[config.mk]
export PLATFORM = sky130hd
export DESIGN_NAME = dmem_arbiter_flat
export DESIGN_NICKNAME = d
export VERILOG_FILES = /design/src/rtl/dmem_arbiter_if.sv /design/src/rtl/dmem_arbiter.sv /design/src/flat_wrapper.sv
export SDC_FILE = /design/constraint.sdc
export NUM_CORES = 1
export LEC_CHECK = 0
export BUFFER_PORTS_ARGS = -buffer_cell sky130_fd_sc_hd__buf_4
export CELL_PAD_IN_SITES_DETAIL_PLACEMENT = 0
export CELL_PAD_IN_SITES_GLOBAL_PLACEMENT = 1
export CORE_AREA = 2 2 212 214
export CTS_CLUSTER_DIAMETER = 120
export DETAILED_ROUTE_END_ITERATION = 16
export DIE_AREA = 0 0 214 216
export PLACE_DENSITY_LB_ADDON = 0.1
export RECOVER_POWER = 25
export SLEW_MARGIN = 0
export SYNTH_ARGS = -nofsm -noshare
export SYNTH_HDL_FRONTEND = slang
export SYNTH_SLANG_ARGS = --single-unit
export TNS_END_PERCENT = 1
[constraint.sdc]
create_clock -name clk -period 2.35 [get_ports clk]
set_input_delay 0.47 -clock clk [delete_from_list [all_inputs] [get_ports clk]]
set_output_delay 0.47 -clock clk [all_outputs]
set_load 0.02 [all_outputs]
[src/rtl/dmem_arbiter_if.sv]
// dmem_arbiter_if: request/response buses of the two requesters and the memory-side bus
interface dmem_arbiter_if;
  logic        m_req;
  logic        m_we;
  logic [63:0] m_addr;
  logic [63:0] m_wdata;
  logic        m_stall;
  logic        m_done;
  logic [63:0] m_rdata;
  logic        m_err;
  logic        d_req;
  logic        d_we;
  logic [63:0] d_addr;
  logic [63:0] d_wdata;
  logic        d_done;
  logic [63:0] d_rdata;
  logic        d_err;
  logic        mem_en;
  logic        mem_we;
  logic [11:0] mem_addr;
  logic [63:0] mem_wdata;
  logic [63:0] mem_rdata;
  modport slave (
    input  m_req, m_we, m_addr, m_wdata, d_req, d_we, d_addr, d_wdata, mem_rdata,
    output m_stall, m_done, m_rdata, m_err, d_done, d_rdata, d_err,
           mem_en, mem_we, mem_addr, mem_wdata
  );
  modport master (
    output m_req, m_we, m_addr, m_wdata, d_req, d_we, d_addr, d_wdata, mem_rdata,
    input  m_stall, m_done, m_rdata, m_err, d_done, d_rdata, d_err,
           mem_en, mem_we, mem_addr, mem_wdata
  );
endinterface

[src/rtl/dmem_arbiter.sv]
// dmem_arbiter: shares the single-port data memory between the M stage and the debug port
module dmem_arbiter #(
  parameter int ADDR_LIMIT  = 4096,
  parameter int MEM_LATENCY = 2,
  parameter int STARVE_MAX  = 4
) (
  input logic           clk,
  input logic           rst_n,
  dmem_arbiter_if.slave bus
);
  localparam int LW = MEM_LATENCY > 1 ? $clog2(MEM_LATENCY) : 1;
  localparam int SW = $clog2(STARVE_MAX + 1);
  typedef enum logic [1:0] {IDLE = 2'd0, ACCESS = 2'd1, RESP = 2'd2} state_t;
  state_t        state, state_nx;
  logic          own_d, we_q, err_q, m_done_q, d_done_q, resp_err;
  logic [11:0]   addr_q;
  logic [63:0]   wdata_q, rdata_q, resp_rdata, sel_addr;
  logic [LW-1:0] busy;
  logic [SW-1:0] starve_cnt;
  logic          any_req, grant_d, grant, addr_ok, last, access;
  // arbitration: M wins ties unless D has already lost STARVE_MAX grants in a row
  always_comb begin
    any_req  = bus.m_req | bus.d_req;
    grant_d  = bus.d_req & (~bus.m_req | (starve_cnt == SW'(STARVE_MAX)));
    grant    = (state == IDLE) && any_req;
    sel_addr = grant_d ? bus.d_addr : bus.m_addr;
    addr_ok  = sel_addr < 64'(ADDR_LIMIT);
    last     = busy == LW'(MEM_LATENCY - 1);
    access   = state == ACCESS;
  end
  // state register
  always_ff @(posedge clk or negedge rst_n)
    if (!rst_n) state <= IDLE;
    else state <= state_nx;
  // next state: bad addresses skip the memory entirely
  always_comb begin
    state_nx = state;
    if (grant) state_nx = addr_ok ? ACCESS : RESP;
    else if (access && last) state_nx = RESP;
    else if (state == RESP) state_nx = IDLE;
  end
  // latch the granted request, count access cycles, capture read data on the last one
  always_ff @(posedge clk or negedge rst_n)
    if (!rst_n) begin
      own_d      <= 1'b0;
      we_q       <= 1'b0;
      err_q      <= 1'b0;
      addr_q     <= '0;
      wdata_q    <= '0;
      rdata_q    <= '0;
      busy       <= '0;
      starve_cnt <= '0;
    end else if (grant) begin
      own_d      <= grant_d;
      we_q       <= grant_d ? bus.d_we : bus.m_we;
      err_q      <= ~addr_ok;
      addr_q     <= sel_addr[11:0];
      wdata_q    <= grant_d ? bus.d_wdata : bus.m_wdata;
      rdata_q    <= '0;
      busy       <= '0;
      starve_cnt <= grant_d ? '0 :
                    (bus.d_req && starve_cnt != SW'(STARVE_MAX)) ? starve_cnt + 1'b1 : starve_cnt;
    end else if (access) begin
      busy <= busy + 1'b1;
      if (last) rdata_q <= we_q ? '0 : bus.mem_rdata;
    end
  // registered one-cycle response to the owner, issued the cycle after RESP
  always_ff @(posedge clk or negedge rst_n)
    if (!rst_n) begin
      m_done_q   <= 1'b0;
      d_done_q   <= 1'b0;
      resp_err   <= 1'b0;
      resp_rdata <= '0;
    end else begin
      m_done_q   <= (state == RESP) && !own_d;
      d_done_q   <= (state == RESP) && own_d;
      resp_err   <= (state == RESP) && err_q;
      resp_rdata <= (state == RESP) ? rdata_q : '0;
    end
  // outputs are zero outside their qualifying cycles; stall is forced low during reset
  always_comb begin
    bus.m_stall   = rst_n & bus.m_req & ~m_done_q;
    bus.m_done    = m_done_q;
    bus.m_rdata   = m_done_q ? resp_rdata : '0;
    bus.m_err     = m_done_q & resp_err;
    bus.d_done    = d_done_q;
    bus.d_rdata   = d_done_q ? resp_rdata : '0;
    bus.d_err     = d_done_q & resp_err;
    bus.mem_en    = access;
    bus.mem_we    = access & we_q;
    bus.mem_addr  = access ? addr_q : '0;
    bus.mem_wdata = access ? wdata_q : '0;
  end
endmodule

[src/flat_wrapper.sv]
// flat-port wrapper written by rule: the top's interface ports become plain ports
module dmem_arbiter_flat 
#(
  parameter int ADDR_LIMIT  = 4096,
  parameter int MEM_LATENCY = 2,
  parameter int STARVE_MAX  = 4
)
  (clk, rst_n, bus_m_req, bus_m_we, bus_m_addr, bus_m_wdata, bus_d_req, bus_d_we, bus_d_addr, bus_d_wdata, bus_mem_rdata, bus_m_stall, bus_m_done, bus_m_rdata, bus_m_err, bus_d_done, bus_d_rdata, bus_d_err, bus_mem_en, bus_mem_we, bus_mem_addr, bus_mem_wdata);
  dmem_arbiter_if bus_i ();
  input logic clk;
  input logic rst_n;
  input wire logic [$bits(bus_i.m_req)-1:0] bus_m_req;
  input wire logic [$bits(bus_i.m_we)-1:0] bus_m_we;
  input wire logic [$bits(bus_i.m_addr)-1:0] bus_m_addr;
  input wire logic [$bits(bus_i.m_wdata)-1:0] bus_m_wdata;
  input wire logic [$bits(bus_i.d_req)-1:0] bus_d_req;
  input wire logic [$bits(bus_i.d_we)-1:0] bus_d_we;
  input wire logic [$bits(bus_i.d_addr)-1:0] bus_d_addr;
  input wire logic [$bits(bus_i.d_wdata)-1:0] bus_d_wdata;
  input wire logic [$bits(bus_i.mem_rdata)-1:0] bus_mem_rdata;
  output wire logic [$bits(bus_i.m_stall)-1:0] bus_m_stall;
  output wire logic [$bits(bus_i.m_done)-1:0] bus_m_done;
  output wire logic [$bits(bus_i.m_rdata)-1:0] bus_m_rdata;
  output wire logic [$bits(bus_i.m_err)-1:0] bus_m_err;
  output wire logic [$bits(bus_i.d_done)-1:0] bus_d_done;
  output wire logic [$bits(bus_i.d_rdata)-1:0] bus_d_rdata;
  output wire logic [$bits(bus_i.d_err)-1:0] bus_d_err;
  output wire logic [$bits(bus_i.mem_en)-1:0] bus_mem_en;
  output wire logic [$bits(bus_i.mem_we)-1:0] bus_mem_we;
  output wire logic [$bits(bus_i.mem_addr)-1:0] bus_mem_addr;
  output wire logic [$bits(bus_i.mem_wdata)-1:0] bus_mem_wdata;
  assign bus_i.m_req = bus_m_req;
  assign bus_i.m_we = bus_m_we;
  assign bus_i.m_addr = bus_m_addr;
  assign bus_i.m_wdata = bus_m_wdata;
  assign bus_i.d_req = bus_d_req;
  assign bus_i.d_we = bus_d_we;
  assign bus_i.d_addr = bus_d_addr;
  assign bus_i.d_wdata = bus_d_wdata;
  assign bus_i.mem_rdata = bus_mem_rdata;
  assign bus_m_stall = bus_i.m_stall;
  assign bus_m_done = bus_i.m_done;
  assign bus_m_rdata = bus_i.m_rdata;
  assign bus_m_err = bus_i.m_err;
  assign bus_d_done = bus_i.d_done;
  assign bus_d_rdata = bus_i.d_rdata;
  assign bus_d_err = bus_i.d_err;
  assign bus_mem_en = bus_i.mem_en;
  assign bus_mem_we = bus_i.mem_we;
  assign bus_mem_addr = bus_i.mem_addr;
  assign bus_mem_wdata = bus_i.mem_wdata;
  dmem_arbiter #(.ADDR_LIMIT(ADDR_LIMIT), .MEM_LATENCY(MEM_LATENCY), .STARVE_MAX(STARVE_MAX)) u_core (.clk(clk), .rst_n(rst_n), .bus(bus_i));
endmodule
**Word-level counts from Yosys, hierarchy flattened**

Cells that the tools add are included.
W data, S select, Z words.

- Register bits: 216
- Latch bits: 0
- RAM bits: 0
- ROM bits: 0
- Word-level logic and storage cells: 65
- Memories kept: 0

- Add/subtract/negate cells: 2
- Multipliers: 0
- Divide/modulo/power cells: 0
- Order comparisons: 1
- Eq/ne operators: 4
- Shift-type cells: 0
- Multiplexer cells: 20
- Bitwise operators: 11
- Reduce and logical (&&, ||, !) cells: 14

Operators with widths:

| kind | number |
|---|---|
| $mux W64 | 10 |
| $lt A64 B13 Y1 const B | 1 |
| $mux W12 | 1 |
| $mux W2 | 4 |
| $and A1 B1 Y1 | 6 |
| $logic_and A1 B1 Y1 | 6 |
| $mux W3 | 2 |
| $reduce_bool A2 Y1 | 3 |
| $reduce_and A2 Y1 | 2 |
| $add A3 B1 Y3 const B | 1 |
| $eq A3 B3 Y1 const B | 1 |
| $mux W1 | 3 |
| $ne A3 B3 Y1 const B | 1 |
| $not A1 Y1 | 3 |
| $reduce_bool A3 Y1 | 1 |
| $eq A2 B1 Y1 const B | 1 |
| $eq A2 B2 Y1 const B | 1 |
| $logic_not A2 Y1 | 1 |
| $or A1 B1 Y1 | 2 |
| $add A1 B1 Y1 const B | 1 |
| $logic_not A1 Y1 | 1 |

**Depth between registers and ports, before layout**

Gate-level depths: netlist (run 1).

- Depth after elaboration: 7
- Mapped depth: 9
- Gate-level depth less buffers: 7

**Worst setup path after synthesis (run 1)**

OpenSTA, ideal clock, no wires.

- Path type: register to output
- From: register u_core.state[0]
- To: output port bus_mem_addr[0]
- Data arrival time: 1.443 ns
- Setup slack: 0.437 ns
- Cell stages (with the launch flop): 6
- Path through: dfrtp_1 nor2b_1 clkbuf_1 clkbuf_1 clkbuf_1 and2_1

- Longest elaborated chain between the ends: 2

RTL lines:

| item | line | source |
|---|---|---|
| start, declared | dmem_arbiter.sv:14 | `state_t state, state_nx;` |
| start signal, assigned | dmem_arbiter.sv:34 | `else state <= state_nx;` |
| $eq A2 B1 Y1 | dmem_arbiter.sv:29 | `access = state == ACCESS;` |
| $mux W12 | dmem_arbiter.sv:91 | `bus.mem_addr = access ? addr_q : '0;` |
| end, declared | flat_wrapper.sv:30 | `output wire logic [$bits(bus_i.mem_addr)-1:0] bus_mem_addr;` |

No other way between the ends.

**Worst setup path after layout (run 1)**

- From: register u_core.state[1]
- To: output port bus_mem_wdata[34]

- Longest elaborated chain between the ends: 2

RTL lines:

| item | line | source |
|---|---|---|
| $eq A2 B1 Y1 | dmem_arbiter.sv:29 |  |
| $mux W64 | dmem_arbiter.sv:92 | `bus.mem_wdata = access ? wdata_q : '0;` |
| end, declared | flat_wrapper.sv:31 | `output wire logic [$bits(bus_i.mem_wdata)-1:0] bus_mem_wdata;` |

No other way between the ends.

==> impl_metrics.yaml, run 1 <==
synth:
  synth_top_cells_by_count: "sky130_fd_sc_hd__and2_1, sky130_fd_sc_hd__dfrtp_1, sky130_fd_sc_hd__nand2_1, sky130_fd_sc_hd__mux2i_1, sky130_fd_sc_hd__a22o_1"
  total_of_flip_flops_plus_latches_after_synthesis: 216
  netlist_area_mm2: 0.0100
  synth_sequential_area_ratio_pct: 54.0
  synthTopCellsByArea: "sky130_fd_sc_hd__dfrtp_1, sky130_fd_sc_hd__and2_1, sky130_fd_sc_hd__mux2i_1, sky130_fd_sc_hd__a22o_1, sky130_fd_sc_hd__nand2_1"
  netlist-cell-type-count: 33
  synth_area_leader_cell: "sky130_fd_sc_hd__dfrtp_1"
  syn_area_per_cell_um2: 10.7
  synth_most_common_cell: "sky130_fd_sc_hd__and2_1"
  ys_warn_count: 0
  synthesis.instances: 933
  synth_edf_count: 0
  yosys_most_used_dff: "sky130_fd_sc_hd__dfrtp_1"
  synth_async_sr_flop_share_pct: 100
  synth_nets: 1261
  yosys.area.top_type_share_pct: 54.0
critical_path:
  critical_path_arrival_ns: 1.78
  timing.rr.end: "u_core.rdata_q[36]"
  setup.worst_path.end_class: "output port"
  r2r_slack_ns: 0.29
  worstPathMaxFanout: 34
  worst_ep_required_time_ns: 1.88
  rr_worst_depth: 6
  worst_setup_path_start_kind: "flop"
  critical_path_class: "reg2out"
  worstReg2RegStart: "u_core.state[0]"
global_route:
  first_global_vias: 8717
  overflow: 0
  track_usage_pct: 15.8
  grt_start_max_net_pins: 84
  grt_antenna_before_repair: 0
  grt_first_pass_wirelength_um: 56300
detailed_routing:
  routed_wire_length_per_instance_um: 18.1
  route.layer.met1.wl_um: 16300
  via_count: 8535
  drcViolationCount: 0
  drt_pre_antenna_iters: 4
  drtIter0Drc: 331
  finalWirelength_um: 37500
  detailroute.wirelength.met3_um: 2460
  route.top_layer_used: "met4"
  met2RoutedLength_um: 18000
  postRouteAntennaNets: 0
  viasPerCell: 4.11
clock_tree:
  clock_insertion_delay_worst_skew_ns: 0.55
  cts.reportedPaths.clkPinSlew_ns: 0.06
  cts-buffers-inserted: 27
  ctsHtreeMaxLevel: 1
  cts.sink_count: 216
  clockRootBuffer: "sky130_fd_sc_hd__clkbuf_16"
  clock_tree.buffer_depth: 3
  cts_tree: "yes"
die:
  die_area_mm2: 0.0462
  floorplan.initialDensity_pct: 22.8
  core_area_mm2: 0.0438
  floorplan.rows: 77
  io_pins: 537
  y_dimension_of_the_die_um: 216
  die_width_um: 214
sta:
  timing.final.max_slew_violations: 0
  fin_crit_sh_pct: 95.8
  hold_ws_ns: 0.137
  fmaxAchievable_ghz: 0.444
  timing.max_slew.rel_slack_pct: 7.78
  fin_worst_skew_ns: 0.00844
  finalHoldViolations: 0
  setup-tns-final_ns: 0
  timing.final.crit_period_ns: 2.25
  max_slew.worst_pin.slew_ns: 1.38
  grt_setup_unrepaired: "no"
  setup_violations: 0
hold_path:
  worst_hold_path.num_cells: 2
  holdCritPathClass: "in2reg"
  timing.hold.worst_endpoint: "u_core.rdata_q[11]"
  min-delay-start: "bus_mem_rdata[11]"
cells_and_area:
  synthToLayoutAreaGrowth_pct: 57.4
  num-nets-final: 1790
  fraction_of_layout_instances_using_a_drive_strength_above_1_pct: 42.0
power_and_ir_drop:
  p_sw_share_pct: 22.6
  clockPowerShare_pct: 48.0
  cell_internal_pwr_uw: 6940
  power.density_cell_area_mw_per_mm2: 569
  peakVddDrop_uv: 422
  combinationalPowerShare_pct: 8.6
  netSwitchingPower_uw: 2020
  sequentialPowerShare_pct: 43.4
  static_leakage_uw: 0.00833
placed_design:
  post-dp-hpwl_um: 28200
  io_buffer_count: 536
  gp_congestion: 0.879
job:
  maxCapViolCount: 0
run_status:
  run_status: "finished clean"
[flip-flops by register name, indices dropped and copies added, names as in the netlist]
| signal | flops |
|---|---|
| u_core.resp_rdata | 64 |
| u_core.we_q | 1 |
| u_core.busy | 1 |
| u_core.wdata_q | 64 |
| u_core.own_d | 1 |
| u_core.bus.d_done | 1 |
| u_core.starve_cnt | 3 |
| u_core.resp_err | 1 |
| u_core.err_q | 1 |
| u_core.state | 2 |
| u_core.addr_q | 12 |
| u_core.rdata_q | 64 |
| u_core.bus.m_done | 1 |
[placed cells by master, fill, tap and decap left out, drive strengths merged, types with 4 or more instances in the layout]
| cell | netlist | layout |
|---|---|---|
| a22o | 63 | 63 |
| and2 | 273 | 273 |
| buf | 33 | 564 |
| clkbuf | 36 | 43 |
| clkinv | 0 | 4 |
| dfrtp | 216 | 216 |
| inv | 3 | 4 |
| mux2i | 77 | 77 |
| nand2 | 85 | 85 |
| nand4 | 5 | 5 |
| nor2 | 6 | 6 |
| nor2b | 4 | 4 |
| nor4 | 27 | 27 |
| o21ai | 84 | 84 |
[area by class of cell]
type | count | area (um^2)
antenna | 1 | 2.50
clock buffer | 39 | 781
fill | 4492 | 28100
sequential | 216 | 5410
tap | 592 | 741
multi-input combinational | 645 | 4220
timing repair buffer | 569 | 4450
clock inverter | 10 | 145
inverter | 3 | 11.3
[metrics by stage]
| step | setup slack [ns] | power, uW | utilization [%] | instances | area, um^2 |
|---|---|---|---|---|---|
| detailed placement | 0.147 | 4750 | 33.8 | 2021 | 14800 |
| finish | 0.0998 | 8960 | 36.0 | 2075 | 15800 |
| global route | 0.0165 | 9390 | 36.0 | 2074 | 15800 |
| CTS | 0.0197 | 9160 | 35.9 | 2071 | 15700 |
| global placement | 0.119 | 4740 | 33.8 | 2021 | 14800 |
| floorplan | 0.437 | 4150 | - | 933 | 10000 |
[worst max-delay path, stage by stage (launching register included)]
cell and delay [ns]:
sky130_fd_sc_hd__dfrtp_2 0.45, sky130_fd_sc_hd__nor2b_4 0.14, sky130_fd_sc_hd__buf_12 0.14, sky130_fd_sc_hd__buf_12 0.17, sky130_fd_sc_hd__and2_1 0.17, sky130_fd_sc_hd__buf_4 0.14
[power groups by stage]
stage	registers [uW]	logic [uW]	clock network (uW)
after floorplan	3940	213	0
after global routing	3900	864	4620
after global placement	3950	789	0
final	3890	774	4300
after CTS	3890	800	4470
after detailed placement	3960	798	0
[logic make-up (layout without fill, tap and decap cells)]
family          count (synthesis)  count (layout)  synth area share [%]
fa+ha+maj                       2               2                 0.250
buf+inv                        72             621                  4.13
other cells                     0               1                     0
simple gates                  413             413                  23.8
mux                            77              77                  7.70
compound gates                153             153                  10.2
flops                         216             216                  54.0
[routing by layer]
layer,vias up,GRT usage [%]
li1,4207,-
met1,3982,20.6
met2,309,26.3
met3,37,4.03
met4,0,3.19
met5,-,0
[worst max path at each step]
stage,depth (start not counted),start,endpoint
CTS,4,u_core.state[1],bus_mem_wdata[34]
global route,5,u_core.state[1],bus_mem_wdata[34]
global placement,8,bus_m_addr[57],u_core.state[1]
detailed placement,8,bus_m_addr[57],u_core.state[1]
floorplan,5,u_core.state[0],bus_mem_addr[0]
finish,5,u_core.state[1],bus_mem_wdata[34]
[timing repair]
item,CTS,global route
gates cloned,0,1
buffers inserted,0,2
gates resized for setup,2,3
hold endpoints to repair,7,0
endpoints found under the setup margin,43,35
hold buffers,1,0
Note: power is estimated with default switching activity, not from simulation.
==> run 2: changes to the inputs <==
--- a/config.mk
+++ b/config.mk
@@ -5,16 +5,16 @@
 export SDC_FILE = /design/constraint.sdc
 export NUM_CORES = 1
 export LEC_CHECK = 0
+export ABC_AREA = 1
 export BUFFER_PORTS_ARGS = -buffer_cell sky130_fd_sc_hd__buf_4
 export CELL_PAD_IN_SITES_DETAIL_PLACEMENT = 0
 export CELL_PAD_IN_SITES_GLOBAL_PLACEMENT = 1
-export CORE_AREA = 2 2 212 214
+export CORE_AREA = 2 2 209 211
 export CTS_CLUSTER_DIAMETER = 120
 export DETAILED_ROUTE_END_ITERATION = 16
-export DIE_AREA = 0 0 214 216
+export DIE_AREA = 0 0 211 213
 export PLACE_DENSITY_LB_ADDON = 0.1
 export RECOVER_POWER = 25
-export SLEW_MARGIN = 0
 export SYNTH_ARGS = -nofsm -noshare
 export SYNTH_HDL_FRONTEND = slang
 export SYNTH_SLANG_ARGS = --single-unit
==> run 2 against run 1 <==
  * Highest routed layer is now met5
  * Maximum frequency rose by 0.37%
  * Count of clock-buffer cells in the layout rose by 2
  * Worst hold slack improved by 0.031 ns
  * Synthesized cell count rose by 44%
  * Power fell by 3.6%
  * Final area rose by 0.83%
  * Clock power fell by 4%
  * Sequential share of layout area fell by 0.27 points
  * Sequential cell count did not move
  * Combinational power fell by 7.2%
==> impl_metrics.yaml, run 2 <==
detailed_routing:
  finalWirelength_um: 40500
  drcViolationCount: 0
  routed_wire_length_per_instance_um: 16.7
  viasPerCell: 4.13
  drt_pre_antenna_iters: 5
  drtIter0Drc: 362
  postRouteAntennaNets: 0
  via_count: 10000
die:
  die_area_mm2: 0.0449
  floorplan.initialDensity_pct: 24.2
  die_width_um: 211
  floorplan.rows: 76
  io_pins: 537
  y_dimension_of_the_die_um: 213
  core_area_mm2: 0.0427
synth:
  ys_warn_count: 0
  synth_compound_area_share_pct: 13.1
  synth_top_family_by_area: "simple AND/OR/NAND/NOR gates"
  syn_area_per_cell_um2: 7.69
  netlist_area_mm2: 0.0103
  synth_top_cells_by_count: "sky130_fd_sc_hd__inv_1, sky130_fd_sc_hd__nor2_1, sky130_fd_sc_hd__dfrtp_1, sky130_fd_sc_hd__nand2_1, sky130_fd_sc_hd__o22ai_1"
  total_of_flip_flops_plus_latches_after_synthesis: 216
  synth_most_common_cell: "sky130_fd_sc_hd__inv_1"
  yosys.area.top_type_share_pct: 52.3
  yosys_most_used_dff: "sky130_fd_sc_hd__dfrtp_1"
  synth_sequential_area_ratio_pct: 52.3
  synth_area_leader_cell: "sky130_fd_sc_hd__dfrtp_1"
  post_synth_and_or_nand_nor_area_fraction_pct: 17.7
  synth.area.mux_share_pct: 0
  synth_area_in_xor_xnor_pct: 0
  synth_nets: 1672
  post_synth_fa_ha_maj_area_fraction_pct: 0.242
  synthTopCellsByArea: "sky130_fd_sc_hd__dfrtp_1, sky130_fd_sc_hd__inv_1, sky130_fd_sc_hd__nor2_1, sky130_fd_sc_hd__o22ai_1, sky130_fd_sc_hd__nand2_1"
  netlist-cell-type-count: 29
  synth_async_sr_flop_share_pct: 100
  synthesis.instances: 1344
  synth_edf_count: 0
critical_path:
  timing.rr.end: "u_core.own_d"
  critical_path_class: "reg2out"
  setup.worst_path.end_class: "output port"
  rr_worst_depth: 8
  critical_path_arrival_ns: 1.77
  worst_setup_path_start_kind: "flop"
  worst_ep_required_time_ns: 1.88
  worstPathMaxFanout: 39
  r2r_slack_ns: 0.54
  worstReg2RegStart: "u_core.starve_cnt[0]"
placed_design:
  gp_congestion: 0.829
  placed_cells_incl_taps: 2371
  io_buffer_count: 536
  post-dp-hpwl_um: 30000
  placement.setup.worst_slack_ns: 0.485
cells_and_area:
  seqCellArea_mm2: 0.00541
  mostFrequentLayoutCells: "sky130_fd_sc_hd__buf_4, sky130_fd_sc_hd__inv_1, sky130_fd_sc_hd__nor2_1"
  fraction_of_layout_instances_using_a_drive_strength_above_1_pct: 32.9
  final-instance-count-excl-fill: 2425
  multi_input_gate_area_mm2: 0.00322
  num-nets-final: 2185
  final.fill_count: 4580
  synthToLayoutAreaGrowth_pct: 53.8
  top_regs: "u_core.rdata_q: 64 flops, u_core.resp_rdata: 64 flops, u_core.wdata_q: 64 flops"
  mostFrequentLayoutCell: "sky130_fd_sc_hd__buf_4"
clock_tree:
  cts.reportedPaths.clkPinSlew_ns: 0.06
  ctsHtreeMaxLevel: 1
  clock_insertion_delay_worst_skew_ns: 0.56
  cts-buffers-inserted: 28
  cts.sink_count: 216
  clock_tree.buffer_depth: 3
  cts_tree: "yes"
  clockRootBuffer: "sky130_fd_sc_hd__clkbuf_16"
global_route:
  overflow: 0
  grt_first_pass_wirelength_um: 60800
  first_global_vias: 10200
  grt_start_max_net_pins: 125
  grt_antenna_before_repair: 4
  track_usage_pct: 17.7
power_and_ir_drop:
  power.density_cell_area_mw_per_mm2: 544
  static_leakage_uw: 0.00969
  peakVddDrop_uv: 515
  total_power_uw: 8640
job:
  maxCapViolCount: 0
sta:
  hold_ws_ns: 0.168
  final.setup.worst_slack_ns: 0.108
  finalHoldViolations: 0
  fmaxAchievable_ghz: 0.446
  setup_violations: 0
  timing.final.max_slew_violations: 0
  fin_crit_sh_pct: 95.4
  max_slew.worst_pin.slew_ns: 1.39
  timing.final.crit_period_ns: 2.24
  fin_worst_skew_ns: 0.0118
  timing.max_slew.rel_slack_pct: 7.17
  grt_setup_unrepaired: "yes"
hold_path:
  holdCritPathClass: "in2reg"
  min-delay-start: "bus_mem_rdata[9]"
  worst_hold_path.num_cells: 3
  timing.hold.worst_endpoint: "u_core.rdata_q[9]"
run_status:
  run_status: "finished clean"
[run 2: cell count changes after synthesis, moves of 9 or more]
| cell | change |
|---|---|
| sky130_fd_sc_hd__inv_1 | +340 |
| sky130_fd_sc_hd__nor2_1 | +288 |
| sky130_fd_sc_hd__and2_1 | -273 |
| sky130_fd_sc_hd__o22ai_1 | +137 |
| sky130_fd_sc_hd__nand2_1 | +89 |
| sky130_fd_sc_hd__mux2i_1 | -77 |
| sky130_fd_sc_hd__a22o_1 | -63 |
| sky130_fd_sc_hd__nor4_1 | -27 |
| sky130_fd_sc_hd__o21ai_1 | -21 |
| sky130_fd_sc_hd__o21ai_0 | +20 |
| sky130_fd_sc_hd__buf_1 | +9 |
[run 2: timing repair]
action | in CTS | in global routing
gates resized for setup | 4 | 0
buffers inserted | 0 | 0
hold endpoints to repair | 34 | 0
hold buffers | 1 | 0
cloned | 0 | 1
setup endpoints to repair | 40 | 51
[run 2: metal layers]
layer	vias up	GRT usage (%)	wire [um]
met5	-	0	30
met1	4576	22.1	17000
li1	5053	-	-
met3	52	7.32	3880
met4	4	3.64	734
met2	321	28.6	18900
[run 2: how the worst max path moves through the flow]
stage / from / to
after global routing: u_core.state[1] / bus_mem_wdata[53]
after CTS: u_core.state[1] / bus_mem_wdata[38]
after floorplan: u_core.bus.m_done / bus_m_rdata[14]
final: u_core.state[1] / bus_mem_wdata[38]
after global placement: u_core.starve_cnt[0] / u_core.own_d
after detailed placement: u_core.starve_cnt[0] / u_core.starve_cnt[2]
[run 2: per-stage QoR]
stage | area (um^2) | TNS [ns] | utilization (%)
after CTS | 15900 | 0 | 37.2
after floorplan | 10300 | 0 | -
final | 15900 | 0 | 37.2
after global routing | 15900 | -0.000600 | 37.2
after global placement | 15000 | 0 | 35.1
after detailed placement | 15000 | 0 | 35.1
[run 2: worst max-delay path, stage by stage, from the launching register on]
cell                      delay (ns)
sky130_fd_sc_hd__dfrtp_1        0.41
sky130_fd_sc_hd__inv_2          0.11
sky130_fd_sc_hd__nand2_4        0.10
sky130_fd_sc_hd__buf_16         0.19
sky130_fd_sc_hd__nor2_1         0.17
sky130_fd_sc_hd__buf_4          0.17
[run 2: cells by family (layout without fill, tap and decap cells)]
kind of cell / after synthesis / in the layout
adders and majority gates: 2 / 2
buffers and inverters: 421 / 954
AOI/OAI and AO/OA: 228 / 228
and+or+nand+nor: 477 / 477
other: 0 / 2
DFF: 216 / 216
[run 2: area by class of cell]
type                    instances  share of cell area, %
flip-flops and latches        216                   34.1
repair buffers                558                   27.5
multi-input cells             707                   20.3
inverters                     346                   8.19
clock buffers                  41                   5.22
well taps                     546                   4.30
clock inverters                 9                  0.472
diodes                          2                 0.0315
[run 2: where the power goes]
part           internal (uW)  switching [uW]
registers               3780            12.8
logic                    419             299
clock network           2440            1690
==> run 3: changes to the inputs <==
--- a/config.mk
+++ b/config.mk
@@ -9,10 +9,10 @@
 export BUFFER_PORTS_ARGS = -buffer_cell sky130_fd_sc_hd__buf_4
 export CELL_PAD_IN_SITES_DETAIL_PLACEMENT = 0
 export CELL_PAD_IN_SITES_GLOBAL_PLACEMENT = 1
-export CORE_AREA = 2 2 209 211
+export CORE_AREA = 2 2 207 209
 export CTS_CLUSTER_DIAMETER = 120
 export DETAILED_ROUTE_END_ITERATION = 16
-export DIE_AREA = 0 0 211 213
+export DIE_AREA = 0 0 209 211
 export PLACE_DENSITY_LB_ADDON = 0.1
 export RECOVER_POWER = 25
 export SYNTH_ARGS = -nofsm -noshare
==> constraint.sdc (replaced) <==
create_clock -name clk -period 1.83 [get_ports clk]
set_input_delay 0.366 -clock clk [delete_from_list [all_inputs] [get_ports clk]]
set_output_delay 0.366 -clock clk [all_outputs]
set_load 0.02 [all_outputs]
==> run 3 against run 2 <==
  * The flow now finishes with violations (setup timing)
  * Non-clock buffer count increased by 19
  * Highest routed layer unchanged
  * Largest power group unchanged
  * First-iteration DRC count increased by 9.9%
  * Sequential power increased by 28%
  * Count of clock-buffer cells in the layout decreased by 2
  * Critical endpoint is now bus_mem_wdata[11]
  * Power increased by 24%
==> impl_metrics.yaml, run 3 (synthesis gave the netlist of run 2 again) <==
run_status:
  run_status: "finished with violations"
  failed_checks: "setup timing"
global_route:
  grt_antenna_before_repair: 3
  grt_start_max_net_pins: 132
  first_global_vias: 10200
  track_usage_pct: 17.4
  grt_first_pass_wirelength_um: 60100
  overflow: 0
clock_tree:
  ctsHtreeMaxLevel: 1
  clock_tree.buffer_depth: 3
  clock_insertion_delay_worst_skew_ns: 0.54
  cts-buffers-inserted: 26
  cts.sink_count: 216
  cts_tree: "yes"
  cts.reportedPaths.clkPinSlew_ns: 0.06
  clockRootBuffer: "sky130_fd_sc_hd__clkbuf_16"
cells_and_area:
  mostFrequentLayoutCells: "sky130_fd_sc_hd__buf_4, sky130_fd_sc_hd__inv_1, sky130_fd_sc_hd__nor2_1"
  final.fill_count: 4407
  synthToLayoutAreaGrowth_pct: 59.9
  top_regs: "u_core.rdata_q: 64 flops, u_core.resp_rdata: 64 flops, u_core.wdata_q: 64 flops"
  final-instance-count-excl-fill: 2430
  fraction_of_layout_instances_using_a_drive_strength_above_1_pct: 36.4
  num-nets-final: 2202
  mostFrequentLayoutCell: "sky130_fd_sc_hd__buf_4"
sta:
  final.setup.worst_slack_ns: -0.267
  finalHoldViolations: 0
  timing.final.max_slew_violations: 0
  fin_worst_skew_ns: 0.0123
  grt_setup_unrepaired: "yes"
  timing.final.crit_period_ns: 2.10
  fmaxAchievable_ghz: 0.477
  max_slew.worst_pin.slew_ns: 1.25
  setup_violations: 184
  timing.max_slew.rel_slack_pct: 16.4
  fin_crit_sh_pct: 115
die:
  floorplan.rows: 75
  io_pins: 537
  core_area_mm2: 0.0418
  y_dimension_of_the_die_um: 211
  floorplan.initialDensity_pct: 24.7
  die_width_um: 209
  die_area_mm2: 0.0441
placed_design:
  io_buffer_count: 536
  gp_congestion: 0.809
  post-dp-hpwl_um: 29200
  placed_cells_incl_taps: 2372
critical_path:
  critical_path_arrival_ns: 1.73
  worst_ep_required_time_ns: 1.46
  worst_setup_path_start_kind: "flop"
  endpoint: "bus_mem_wdata[11]"
  r2r_slack_ns: 0.16
  timing.rr.end: "u_core.wdata_q[11]"
  crit_start: "u_core.state[1]"
  worstPathMaxFanout: 7
  rr_worst_depth: 8
  setup.worst_path.end_class: "output port"
  critical_path_class: "reg2out"
  worstReg2RegStart: "u_core.starve_cnt[0]"
detailed_routing:
  drt_pre_antenna_iters: 5
  via_count: 10200
  drcViolationCount: 0
  drtIter0Drc: 398
  viasPerCell: 4.20
  postRouteAntennaNets: 0
  routed_wire_length_per_instance_um: 16.6
  finalWirelength_um: 40400
power_and_ir_drop:
  power.density_cell_area_mw_per_mm2: 650
  total_power_uw: 10700
  static_leakage_uw: 0.00978
  peakVddDrop_uv: 605
job:
  maxCapViolCount: 0
hold_path:
  holdCritPathClass: "in2reg"
run 3: changes by cell type in the layout (fill, tap and decap cells not counted), moves of 25 or more:
cell,previous run,this run
sky130_fd_sc_hd__nor2_1,293,237
sky130_fd_sc_hd__nor2_2,0,25
sky130_fd_sc_hd__buf_4,541,499
sky130_fd_sc_hd__buf_6,1,58
sky130_fd_sc_hd__nor2_4,0,31
run 3: final cells by class:
class	instances	area [um^2]	share of cell area, %
Inverter	346	1300	7.88
Multi-Input combinational cell	707	3520	21.3
Sequential cell	216	5410	32.7
Clock inverter	4	56.3	0.341
Tap cell	539	674	4.08
Antenna cell	2	5.00	0.0303
Clock buffer	39	739	4.48
Timing Repair Buffer	577	4810	29.1
run 3: layer usage:
layer | part of all wire [%] | GRT usage (%) | up-vias
li1 | - | - | 5099
met1 | 42 | 22.0 | 4711
met2 | 46 | 28.0 | 339
met3 | 9.0 | 6.47 | 63
met4 | 3.0 | 5.10 | 2
met5 | 0.032 | 0 | -
run 3: timing repair:
item                                    CTS  global route
hold buffers                              1             0
hold endpoints to repair                146             0
resized for setup                        46           108
buffers inserted                          4             2
cloned                                    0             6
endpoints found under the setup margin  209           210
run 3: how the worst min path moves through the flow:
stage,from,endpoint,slack [ns],depth (start not counted)
final,bus_mem_rdata[63],u_core.rdata_q[63],0.09,3
after global routing,bus_d_wdata[43],u_core.wdata_q[43],0.07,3
after CTS,bus_mem_rdata[50],u_core.rdata_q[50],0.05,3
after detailed placement,u_core.own_d,u_core.bus.m_done,0.42,1
after global placement,u_core.own_d,u_core.bus.m_done,0.41,1
after floorplan,rst_n,u_core.addr_q[0],0.07,0
run 3: stage by stage:
step | util, % | TNS, ns | setup WS [ns] | area, um^2 | hold WS (ns)
6_report | 39.6 | -16.73 | -0.267 | 16500 | 0.0903
5_1_grt | 39.5 | -44.06 | -0.305 | 16500 | 0.0741
4_1_cts | 38.4 | -24.24 | -0.258 | 16000 | 0.0541
3_5_place_dp | 36.0 | 0 | 0.138 | 15000 | 0.420
3_3_place_gp | 36.0 | 0 | 0.159 | 15000 | 0.409
2_1_floorplan | - | 0 | 0.213 | 10300 | 0.0704
run 3: power by group:
group / total, uW / switching, uW / internal (uW)
Clock: 4950 / 2040 / 2900
Combinational: 919 / 381 / 538
Sequential: 4860 / 16.7 / 4850
Total: 10700 / 2440 / 8290
run 3: critical path: stages, from the launching register on:
cell and delay (ns):
sky130_fd_sc_hd__dfrtp_1 0.39, sky130_fd_sc_hd__inv_2 0.08, sky130_fd_sc_hd__nand2_4 0.10, sky130_fd_sc_hd__buf_12 0.18
sky130_fd_sc_hd__nor2_1 0.25, sky130_fd_sc_hd__buf_4 0.20
